--- src/rtl/mips_cpu_pc_sequencer.sv ---
// Program counter sequencer: owns the PC and the branch-delay slot, and generates link writes and halt.
// PC updates one cycle after a retiring advance; taken transfers take effect after the delay slot retires.
// Backpressure: every update is gated by advance, and HALT ignores advance.
module mips_cpu_pc_sequencer #(
  parameter logic [31:0] RESET_VECTOR = 32'hBFC00000,
  parameter logic [31:0] HALT_ADDR    = 32'h00000000
) (
  input  logic        clk,
  input  logic        reset_n,
  input  logic        advance,
  input  logic [5:0]  opcode,
  input  logic [5:0]  funct,
  input  logic [4:0]  rt_index,
  input  logic [4:0]  rd_index,
  input  logic [15:0] immediate,
  input  logic [25:0] instr_index,
  input  logic [31:0] rs_content,
  input  logic        sig_branch,
  output logic [31:0] pc,
  output logic        active,
  output logic        in_delay_slot,
  output logic        link_we,
  output logic [4:0]  link_reg,
  output logic [31:0] link_addr,
  output logic        addr_error
);

  localparam logic [5:0] OP_SPECIAL = 6'd0;
  localparam logic [5:0] OP_REGIMM  = 6'd1;
  localparam logic [5:0] OP_J       = 6'd2;
  localparam logic [5:0] OP_JAL     = 6'd3;
  localparam logic [5:0] OP_BEQ     = 6'd4;
  localparam logic [5:0] OP_BNE     = 6'd5;
  localparam logic [5:0] OP_BLEZ    = 6'd6;
  localparam logic [5:0] OP_BGTZ    = 6'd7;
  localparam logic [5:0] FN_JR      = 6'd8;
  localparam logic [5:0] FN_JALR    = 6'd9;

  typedef enum logic [1:0] {
    ST_RUN   = 2'd0,
    ST_DELAY = 2'd1,
    ST_HALT  = 2'd2
  } state_t;

  state_t      state;
  state_t      state_nxt;
  logic [31:0] target;

  logic        is_regimm;
  logic        regimm_br;
  logic        is_branch;
  logic        is_j;
  logic        is_jal;
  logic        is_jr;
  logic        is_jalr;
  logic        is_reg_jump;
  logic        taken;
  logic        misaligned;
  logic        wants_link;
  logic [31:0] pc_plus4;
  logic [31:0] br_offset;
  logic [31:0] branch_target;
  logic [31:0] jump_target;
  logic [31:0] reg_target;
  logic [31:0] xfer_target;

  // Instruction decode for control transfers
  assign is_regimm   = (opcode == OP_REGIMM);
  assign regimm_br   = (rt_index == 5'd0) || (rt_index == 5'd1) ||
                       (rt_index == 5'd16) || (rt_index == 5'd17);
  assign is_branch   = (opcode == OP_BEQ) || (opcode == OP_BNE) ||
                       (opcode == OP_BLEZ) || (opcode == OP_BGTZ) ||
                       (is_regimm && regimm_br);
  assign is_j        = (opcode == OP_J);
  assign is_jal      = (opcode == OP_JAL);
  assign is_jr       = (opcode == OP_SPECIAL) && (funct == FN_JR);
  assign is_jalr     = (opcode == OP_SPECIAL) && (funct == FN_JALR);
  assign is_reg_jump = is_jr || is_jalr;
  assign taken       = is_branch ? sig_branch : (is_j || is_jal || is_reg_jump);
  assign misaligned  = is_reg_jump && (rs_content[1:0] != 2'b00);
  // Link is an ISA property of the opcode, independent of whether the branch is taken
  assign wants_link  = is_jal || is_jalr || (is_regimm && rt_index[4]);

  // Target computation; all adds wrap mod 2^32
  assign pc_plus4      = pc + 32'd4;
  assign br_offset     = {{14{immediate[15]}}, immediate, 2'b00};
  assign branch_target = pc_plus4 + br_offset;
  assign jump_target   = {pc_plus4[31:28], instr_index, 2'b00};
  assign reg_target    = misaligned ? HALT_ADDR : rs_content;

  always_comb begin
    xfer_target = reg_target;
    if (is_branch) begin
      xfer_target = branch_target;
    end else if (is_j || is_jal) begin
      xfer_target = jump_target;
    end
  end

  // State register
  always_ff @(posedge clk or negedge reset_n) begin
    if (!reset_n) begin
      state <= ST_RUN;
    end else begin
      state <= state_nxt;
    end
  end

  // Next-state logic; a transfer decoded in the delay slot is deliberately ignored
  always_comb begin
    state_nxt = state;
    case (state)
      ST_RUN: begin
        if (advance && taken) begin
          state_nxt = ST_DELAY;
        end
      end
      ST_DELAY: begin
        if (advance) begin
          state_nxt = (target == HALT_ADDR) ? ST_HALT : ST_RUN;
        end
      end
      ST_HALT: begin
        state_nxt = ST_HALT;
      end
      default: begin
        state_nxt = ST_RUN;
      end
    endcase
  end

  // Datapath registers: PC, pending target, sticky alignment error
  always_ff @(posedge clk or negedge reset_n) begin
    if (!reset_n) begin
      pc         <= RESET_VECTOR;
      target     <= 32'd0;
      addr_error <= 1'b0;
    end else if (advance) begin
      case (state)
        ST_RUN: begin
          pc <= pc_plus4;
          if (taken) begin
            target <= xfer_target;
          end
          if (misaligned) begin
            addr_error <= 1'b1;
          end
        end
        ST_DELAY: begin
          pc <= target;
        end
        default: begin
          pc <= pc;
        end
      endcase
    end
  end

  // Output logic
  always_comb begin
    active        = (state != ST_HALT);
    in_delay_slot = (state == ST_DELAY);
    link_we       = advance && (state == ST_RUN) && wants_link;
    link_reg      = is_jalr ? rd_index : 5'd31;
    link_addr     = pc + 32'd8;
  end

endmodule
--- config.mk ---
export PLATFORM = sky130hd
export DESIGN_NAME = mips_cpu_pc_sequencer
export DESIGN_NICKNAME = d
export VERILOG_FILES = /design/src/rtl/mips_cpu_pc_sequencer.sv
export SDC_FILE = /design/constraint.sdc
export NUM_CORES = 1
export LEC_CHECK = 0
export BUFFER_PORTS_ARGS = -buffer_cell sky130_fd_sc_hd__buf_2
export CAP_MARGIN = 20
export CORE_MARGIN = 2
export CORE_UTILIZATION = 40
export DETAILED_ROUTE_END_ITERATION = 8
export MAX_ROUTING_LAYER = met4
export PLACE_DENSITY = 0.65
export SKIP_CTS_REPAIR_TIMING = 1
export SLEW_MARGIN = 20
export SYNTH_ARGS = -nofsm -noshare
export SYNTH_HDL_FRONTEND = slang
export SYNTH_SLANG_ARGS = --single-unit
export TNS_END_PERCENT = 100
--- constraint.sdc ---
create_clock -name clk -period 12 [get_ports clk]
set_input_delay 1.2 -clock clk [delete_from_list [all_inputs] [get_ports clk]]
set_output_delay 1.2 -clock clk [all_outputs]
set_load 0.005 [all_outputs]
==> impl_metrics.ini, run 1 <==
[logic_synthesis]
area_of_the_mapped_netlist_sq_mm = 0.006037
async_sr_flop_fraction = 1.000
syn-mean-instance-area_sq_um = 7.964
synth.yosys.warnings = 0
synth_fp_nets = 896
synth_flop_cell = sky130_fd_sc_hd__dfrtp_1
synth_seq_area_share = 0.2796
synth_enable_flop_cells = 0
yosysUniqueCellTypes = 55
synth.ff_latch_count = 67
syn_inst = 758

[sta]
final_count_of_pins_violating_max_slew = 0
fin_tns_setup_ps = 0
relSlewSlack = 0.4091
worstMarginPinSlew_ps = 886.3
min_period_over_period = 0.4191
timing.clock.skew_ps = 6.606
achievable-frequency_ghz = 0.1988
rsz_0062_raised_after_global_routing = false
final_setup_violation_count = 0
finalWorstPathRequiredPeriod_ps = 5029
finalHoldViolations = 0

[detailed_routing]
top_metal_layer_carrying_routed_signals = met4
drt.antenna.violating_nets = 0
met3_length_um = 1314
met2_length_um = 8961
avgViaCountPerCell = 5.737
routed_wire_length_per_instance_um = 18.71
routed-via-count = 6184
drt-initial-drc-count = 484
totalWireLength_um = 20170
drt_pass1_iterations = 5
drcViolationCount = 0
met1_length_um = 9623

[clocking]
worstSkewPairLatency_ps = 330
ctsHtreeMaxLevel = 3
worst_setup_hold_path_clk_slew_ps = 60
cts_max_path_buffers = 2
clock-root-buffer = sky130_fd_sc_hd__clkbuf_16
cts_made_buffers = 9
tritoncts_num_sinks = 67
cts_tree = built

[pwr]
leakagePower_nw = 3.360
power.density_mw_per_mm2 = 181.8
ir_worst_vdd_mv = 0.07946
total_power_mw = 1.320

[final_layout]
final_layout_size_suffix_gt1_frac = 0.2427
fin_area_sq_mm = 0.007261
postLayoutCoreUtil = 0.4958
area_delta_synth_final_pct = 20.27
fin_nets = 1027
most_frequent_cells_in_the_layout = sky130_fd_sc_hd__buf_2 (171), sky130_fd_sc_hd__nand2_1 (93), sky130_fd_sc_hd__o21ai_0 (63)
diodes = 0
layout_commonest_cell = sky130_fd_sc_hd__buf_2

[floorplanning]
io_pins = 173
core_area_sq_mm = 0.01464
row_count = 44
chipHeight_um = 126.9
initial_cell_density_of_the_core = 0.4123
die-area_sq_mm = 0.01609
dieWidth_um = 126.9

[critical_path]
timing.critical_path.to_type = register
r2r_cells = 16
crit_required_ps = 12210
worstSetupPathType = reg -> reg
worst-path-max-fanout = 14
critPathLaunchType = register
critPathArrivalTime_ps = 5240

[place]
gp_congestion = 0.8953
placedInstanceArea_sq_mm = 0.006928
numPortBuffers = 171
detailed_place_hpwl_um = 15540

[global_routing]
gr_ovfl_total = 0
initial_antenna_violation_count = 0
grt_pass1_vias = 5766
global_route_wire_length_before_repair_um = 31340
pin_count_of_the_biggest_net_entering_global_routing = 68
global_route.usage.total = 0.2548

[worst_hold_path]
worst_hold_path.num_cells = 2
min-delay-path-class = reg -> reg

[flow_run]
cap_viol_max_count = 0

[run_status]
run_status = complete, no violations
power by group:
part           total [mW]  leakage, nW  switching (mW)  internal [mW]
clock               0.297        0.159           0.103          0.193
sequential          0.420        0.826           0.125          0.295
combinational       0.604         2.37           0.328          0.275
cells in the mapped netlist, drive strengths merged, types with 5 or more instances:
master / number / area (sq um)
o21a: 7 / 52.55
o22ai: 15 / 93.84
inv: 11 / 41.29
mux2i: 10 / 100.1
nand3: 33 / 177.7
nor2b: 5 / 31.28
and3: 12 / 75.07
buf: 15 / 88.83
a21o: 11 / 82.58
a222oi: 10 / 100.1
and4: 9 / 81.33
xnor2: 52 / 455.4
o31ai: 6 / 45.04
a211oi: 8 / 72.57
a21oi: 57 / 285.3
a22oi: 11 / 82.58
nor2: 58 / 220.2
ha: 37 / 462.9
o21ai: 65 / 325.3
dfrtp: 58 / 1451
nand2: 93 / 349.1
nand2b: 9 / 56.30
nor3: 21 / 110.1
nand4: 12 / 75.07
a221oi: 14 / 122.6
xor2: 29 / 254.0
clkbuf: 40 / 150.1
dfstp: 9 / 236.5
nor4: 11 / 83.83
state kept, by name, summed over array words and instances (netlist names):
| name | cells |
|---|---|
| state | 2 |
| target | 32 |
| addr_error | 1 |
| pc | 32 |
layer usage:
layer | vias to the layer above | global-route usage
li1 | 3037 | -
met1 | 2884 | 0.3650
met2 | 246 | 0.3874
met3 | 17 | 0.02320
met4 | 0 | 0.06852
met5 | - | -
layout make-up:
type                            count  area, sq um
Tap cell                          184        230.2
Fill cell                        1511         7383
Clock buffer                       12        256.5
Clock inverter                      4        72.57
Sequential cell                    67         1688
Timing Repair Buffer              175        885.9
Inverter                           11        41.29
Multi-Input combinational cell    625         4086
critical path: stages (launching register included):
cell and delay, ps:
sky130_fd_sc_hd__dfrtp_1 690, sky130_fd_sc_hd__ha_1 350, sky130_fd_sc_hd__and3_1 270, sky130_fd_sc_hd__nand3_1 220
sky130_fd_sc_hd__nor2_1 480, sky130_fd_sc_hd__nand3_1 160, sky130_fd_sc_hd__xnor2_1 370, sky130_fd_sc_hd__ha_1 390
sky130_fd_sc_hd__a21oi_1 260, sky130_fd_sc_hd__o221ai_1 180, sky130_fd_sc_hd__a21oi_1 180, sky130_fd_sc_hd__nand2_1 110
sky130_fd_sc_hd__o31ai_1 370, sky130_fd_sc_hd__a211oi_1 200, sky130_fd_sc_hd__a311o_1 410, sky130_fd_sc_hd__xnor2_1 170
sky130_fd_sc_hd__o22ai_1 90
kinds of logic after synthesis:
logic type                 count (synthesis)  share of synthesized area
xor gates and xnor gates                  81                     0.1175
muxes                                     12                    0.02031
adders and majority gates                 38                    0.08000
buffers and inverters                     66                    0.04642
DFF                                       67                     0.2796
AOI/OAI and AO/OA                        221                     0.2367
and+or+nand+nor                          273                     0.2195
metrics by stage:
step	setup WS, ps	hold slack, ps	instances
after detailed placement	7094	484.7	1062
after CTS	7044	495.8	1078
final	6971	493.8	1078
after global routing	6675	529.0	1078
after floorplan	8192	458.2	758
after global placement	7113	465.4	1062
worst paths after layout:
check                                from         end  slack [ps]
worst max-delay path                pc[2]  target[31]        6970
min in group asynchronous         reset_n   target[4]        1060
worst max register to register      pc[2]  target[31]        6970
worst min-delay path            target[1]   target[1]         490
max in group asynchronous         reset_n      pc[30]       10350
worst min register to register  target[1]   target[1]         490
(Power assumes the default switching activity.)
==> run 2, diff against run 1 <==
PLACE_DENSITY = 0.68   (was 0.65)
clock period = 4.43 ns   (was 12 ns; I/O delays follow)
==> impl_metrics.ini, run 2 (synthesized netlist as in run 1, its figures left out) <==
[run_status]
run_status = complete, no violations

[critical_path]
critical_path_sink = target[31]
timing.critical_path.to_type = register
crit-reg2reg-capture = target[31]
worstSetupStartpoint = pc[3]
worstSetupPathType = reg -> reg
worst-path-max-fanout = 8
setup.reg_to_reg.worst_slack_ps = 300
crit_required_ps = 4640
critPathArrivalTime_ps = 4350
r2r_cells = 15
critPathLaunchType = register
critical_path.reg2reg.startpoint = pc[3]

[sta]
timing.clock.skew_ps = 10.48
final_count_of_pins_violating_max_slew = 0
achievable-frequency_ghz = 0.2420
relSlewSlack = 0.3467
rsz_0062_raised_after_global_routing = false
finalWorstPathRequiredPeriod_ps = 4133
fin_tns_setup_ps = 0
finalHoldViolations = 0
final_setup_violation_count = 0
worstMarginPinSlew_ps = 976.3
min_period_over_period = 0.9328
timing.hold.ws_ps = 161.1

[pwr]
ir_worst_vdd_mv = 0.1854
clock_power_share = 0.209
leakagePower_nw = 3.427
internal_power_mw = 2.032
power_frac_comb = 0.477
power_frac_seq = 0.314
power.density_mw_per_mm2 = 481.0
total_power_mw = 3.536
switchingPower_mw = 1.505
sw_frac_of_total = 0.4255

[global_routing]
global_route.usage.total = 0.2526
initial_antenna_violation_count = 0
gr-usage-met1 = 0.3621
pin_count_of_the_biggest_net_entering_global_routing = 47
global_route.usage.met3 = 0.03501
grt_pass1_vias = 5843
gr_ovfl_total = 0
gr-max-usage-layer = met2
globalRouteMet2Util = 0.3820
global_route_wire_length_before_repair_um = 31190

[detailed_routing]
drt-initial-drc-count = 573
avgViaCountPerCell = 5.786
routed_wire_length_per_instance_um = 18.26
totalWireLength_um = 19980
drt_pass1_iterations = 6
drt.antenna.violating_nets = 0
drcViolationCount = 0
routed-via-count = 6330

[final_layout]
biggestRegsByFlops = pc (32), target (32), state (2)
layout_commonest_cell = sky130_fd_sc_hd__buf_2
area_delta_synth_final_pct = 21.78
final_layout_size_suffix_gt1_frac = 0.2527
number_of_standard_cells_in_the_final_layout_excluding_fillers = 1094
n_fill_cell = 1472
most_frequent_cells_in_the_layout = sky130_fd_sc_hd__buf_2 (171), sky130_fd_sc_hd__nand2_1 (93), sky130_fd_sc_hd__o21ai_0 (63)
fin_nets = 1043
postLayoutCoreUtil = 0.5021
diodes = 0

[place]
dpl.cell_count = 1078
numPortBuffers = 171
gp_congestion = 0.9505
detailed_place_hpwl_um = 15670

[floorplanning]
initial_cell_density_of_the_core = 0.4123
chipHeight_um = 126.9
dieWidth_um = 126.9
core_area_sq_mm = 0.01464
io_pins = 173
die-area_sq_mm = 0.01609
row_count = 44

[clocking]
cts_tree = built
tritoncts_num_sinks = 67
ctsHtreeMaxLevel = 3
worst_setup_hold_path_clk_slew_ps = 60
clock-root-buffer = sky130_fd_sc_hd__clkbuf_16
worstSkewPairLatency_ps = 340
cts_max_path_buffers = 2
cts_made_buffers = 9

[flow_run]
cap_viol_max_count = 0

[worst_hold_path]
min-delay-path-class = in -> async
run 2: changes by cell type in the layout (fill, tap and decap cells not counted), sizes merged:
| cell | before | now |
|---|---|---|
| clkinvlp | 1 | 0 |
| bufinv | 2 | 1 |
| buf | 175 | 191 |
| clkbuf | 12 | 14 |
run 2: layout make-up:
| cell class | count | area, sq um | area share |
|---|---|---|---|
| clock buffers | 14 | 264.0 | 0.03591 |
| clock inverters | 2 | 35.03 | 0.004765 |
| inverters | 11 | 41.29 | 0.005616 |
| multi-input cells | 625 | 4088 | 0.5560 |
| flip-flops and latches | 67 | 1688 | 0.2296 |
| well taps | 184 | 230.2 | 0.03131 |
| repair buffers | 191 | 1006 | 0.1368 |
run 2: stage by stage:
stage	setup WS [ps]	cell area, sq um
6_report	297.5	7352
5_1_grt	5.236	7352
4_1_cts	259.0	7347
3_5_place_dp	283.6	7048
3_3_place_gp	342.6	7048
2_1_floorplan	622.5	6037
run 2: worst max-delay path: stages, from the launching register on:
cell and delay, ps:
sky130_fd_sc_hd__dfrtp_1 470, sky130_fd_sc_hd__ha_1 270, sky130_fd_sc_hd__and3_1 280, sky130_fd_sc_hd__and3_1 230, sky130_fd_sc_hd__nand3_1 100, sky130_fd_sc_hd__xnor2_1 370
sky130_fd_sc_hd__ha_1 370, sky130_fd_sc_hd__and3_1 220, sky130_fd_sc_hd__and4_1 190, sky130_fd_sc_hd__o21ai_0 140, sky130_fd_sc_hd__a21oi_1 230, sky130_fd_sc_hd__o31ai_2 370
sky130_fd_sc_hd__a211oi_1 160, sky130_fd_sc_hd__a311o_1 390, sky130_fd_sc_hd__xnor2_1 140, sky130_fd_sc_hd__o22ai_1 90
run 2: worst min-delay path by stage:
stage,startpoint,endpoint,slack [ps],cells past startpoint
6_report,reset_n,target[9],160,1
5_1_grt,reset_n,target[9],210,1
4_1_cts,reset_n,target[13],180,1
3_5_place_dp,target[30],target[30],500,2
3_3_place_gp,target[3],target[3],490,2
2_1_floorplan,reset_n,addr_error,150,0
run 2: layer usage:
| layer | share of wire | wire (um) | vias to the layer above |
|---|---|---|---|
| met3 | 0.071 | 1412 | 20 |
| met2 | 0.45 | 8954 | 263 |
| li1 | - | - | 3065 |
| met5 | 0 | 0 | - |
| met1 | 0.47 | 9332 | 2982 |
| met4 | 0.014 | 282 | 0 |
run 2: power groups by stage:
| stage | Sequential (mW) | Combinational [mW] | Clock (mW) |
|---|---|---|---|
| 3_5_place_dp | 1.11 | 1.66 | 0 |
| 5_1_grt | 1.14 | 1.87 | 0.770 |
| 4_1_cts | 1.10 | 1.67 | 0.746 |
| 6_report | 1.11 | 1.69 | 0.739 |
| 2_1_floorplan | 0.954 | 1.25 | 0 |
| 3_3_place_gp | 1.10 | 1.64 | 0 |
==> run 3, diff against run 2 <==
==> constraint.sdc (replaced) <==
create_clock -name clk -period 4.43 [get_ports clk]
set_input_delay 0.2215 -clock clk [delete_from_list [all_inputs] [get_ports clk]]
set_output_delay 0.2215 -clock clk [all_outputs]
set_load 0.005 [all_outputs]
==> impl_metrics.ini, run 3 (synthesized netlist as in run 1, its figures left out) <==
[detailed_routing]
drt-initial-drc-count = 480
drt.antenna.violating_nets = 0
met1_length_um = 9289
met2_length_um = 8849
drt_pass1_iterations = 6
totalWireLength_um = 19930
drcViolationCount = 0
routed-via-count = 6244
top_metal_layer_carrying_routed_signals = met4
avgViaCountPerCell = 5.687
routed_wire_length_per_instance_um = 18.15
met3_length_um = 1507

[critical_path]
worst-path-max-fanout = 8
worstSetupPathType = reg -> reg
critical_path.top_delay_family = compound AO/OA/AOI/OAI gates
setup.reg_to_reg.worst_slack_ps = 260
timing.critical_path.mode_cell = sky130_fd_sc_hd__and3_1
critPathArrivalTime_ps = 4380
crit_required_ps = 4650
cpPeakStageDelay_ps = 470
critical_path_slowest_stage_cell = sky130_fd_sc_hd__dfrtp_1
timing.critical_path.to_type = register
critPathLaunchType = register
r2r_cells = 15
critical_path_buf_inv_count = 0
crit-reg2reg-capture = target[31]
critical_path.reg2reg.startpoint = pc[3]
worstPathCellList = ha_1 > and3_1 > and3_1 > nand3_1 > xnor2_1 > ha_1 > and3_1 > and4_1 > o21ai_0 > a21oi_1 > o31ai_1 > a211oi_1 > a311o_1 > xnor2_1 > o22ai_1

[floorplanning]
initial_cell_density_of_the_core = 0.4123
core_area_sq_mm = 0.01464
io_pins = 173
row_count = 44
die-area_sq_mm = 0.01609
dieWidth_um = 126.9
chipHeight_um = 126.9

[place]
detailed_place_hpwl_um = 15550
numPortBuffers = 171
gp_congestion = 0.9360

[sta]
achievable-frequency_ghz = 0.2400
timing.clock.skew_ps = 6.501
worstMarginPinSlew_ps = 871.4
finalHoldViolations = 0
min_period_over_period = 0.9404
fin_tns_setup_ps = 0
final_setup_violation_count = 0
rsz_0062_raised_after_global_routing = false
relSlewSlack = 0.4151
final_count_of_pins_violating_max_slew = 0
finalWorstPathRequiredPeriod_ps = 4166

[final_layout]
diodes = 0
sequential_cell_area_in_the_final_layout_sq_mm = 0.001688
most_frequent_cells_in_the_layout = sky130_fd_sc_hd__buf_2 (171), sky130_fd_sc_hd__nand2_1 (93), sky130_fd_sc_hd__o21ai_0 (63)
multiInputGateArea_sq_mm = 0.004111
n_fill_cell = 1446
biggestRegsByFlops = pc (32), target (32), state (2)
fin_nets = 1047
area_delta_synth_final_pct = 23.07
layout_commonest_cell = sky130_fd_sc_hd__buf_2
final_layout_size_suffix_gt1_frac = 0.2604

[global_routing]
gr_ovfl_total = 0
pin_count_of_the_biggest_net_entering_global_routing = 51
global_route_wire_length_before_repair_um = 31250
grt_pass1_vias = 5818
initial_antenna_violation_count = 0
global_route.usage.total = 0.2515

[flow_run]
cap_viol_max_count = 0

[clocking]
worst_setup_hold_path_clk_slew_ps = 60
worstSkewPairLatency_ps = 340
cts_made_buffers = 9
clock-root-buffer = sky130_fd_sc_hd__clkbuf_16
ctsHtreeMaxLevel = 3
tritoncts_num_sinks = 67
cts_max_path_buffers = 2
cts_tree = built

[worst_hold_path]
min_from = advance
worst_hold_path.endpoint = state[0]
worst_hold_path.num_cells = 2
min-delay-path-class = in -> reg

[pwr]
ir_worst_vdd_mv = 0.2052
total_power_mw = 3.610
leakagePower_nw = 3.483
power.density_mw_per_mm2 = 485.9

[run_status]
run_status = complete, no violations
[run 3: worst register-to-register path, delay by kind of cell (launching register included)]
family,cells,cell delay [ps]
xor+xnor,2,470
fa+ha+maj,2,630
simple gates,5,1040
flops,1,470
compound gates,6,1450
[run 3: metal layers]
metal,vias to the layer above,GRT usage
met3,21,0.04133
met1,2893,0.3585
met5,-,-
li1,3064,-
met2,266,0.3760
met4,0,0.05624
[run 3: metrics by stage]
step                      utilization  instances  area [sq um]  setup WS [ps]  hold WS [ps]
after floorplan                     -        758          6037          622.5        -74.09
after global placement         0.4828       1081          7071          348.8         180.7
after detailed placement       0.4828       1081          7071          338.2         184.4
after CTS                      0.5047       1097          7391          261.3        -174.7
after global routing           0.5073       1098          7430         0.4752         103.2
final                          0.5073       1098          7430          263.8         103.9
[run 3: how the worst max path moves through the flow]
| stage | from | to | cells past startpoint |
|---|---|---|---|
| floorplan | pc[3] | target[31] | 17 |
| global placement | pc[3] | target[31] | 15 |
| detailed placement | pc[3] | target[31] | 15 |
| CTS | pc[3] | target[31] | 17 |
| global route | pc[3] | target[31] | 17 |
| finish | pc[3] | target[31] | 15 |
[run 3: final cells by class]
| type | instances | area share |
|---|---|---|
| multi-input combinational | 625 | 0.5534 |
| sequential | 67 | 0.2272 |
| timing repair buffer | 195 | 0.1398 |
| clock buffer | 12 | 0.03318 |
| tap | 184 | 0.03099 |
| clock inverter | 4 | 0.009936 |
| inverter | 11 | 0.005557 |
[run 3: report_power, final]
part | internal [mW] | switching (mW)
clock network | 0.509 | 0.281
logic | 0.786 | 0.954
registers | 0.800 | 0.280
total | 2.09 | 1.52
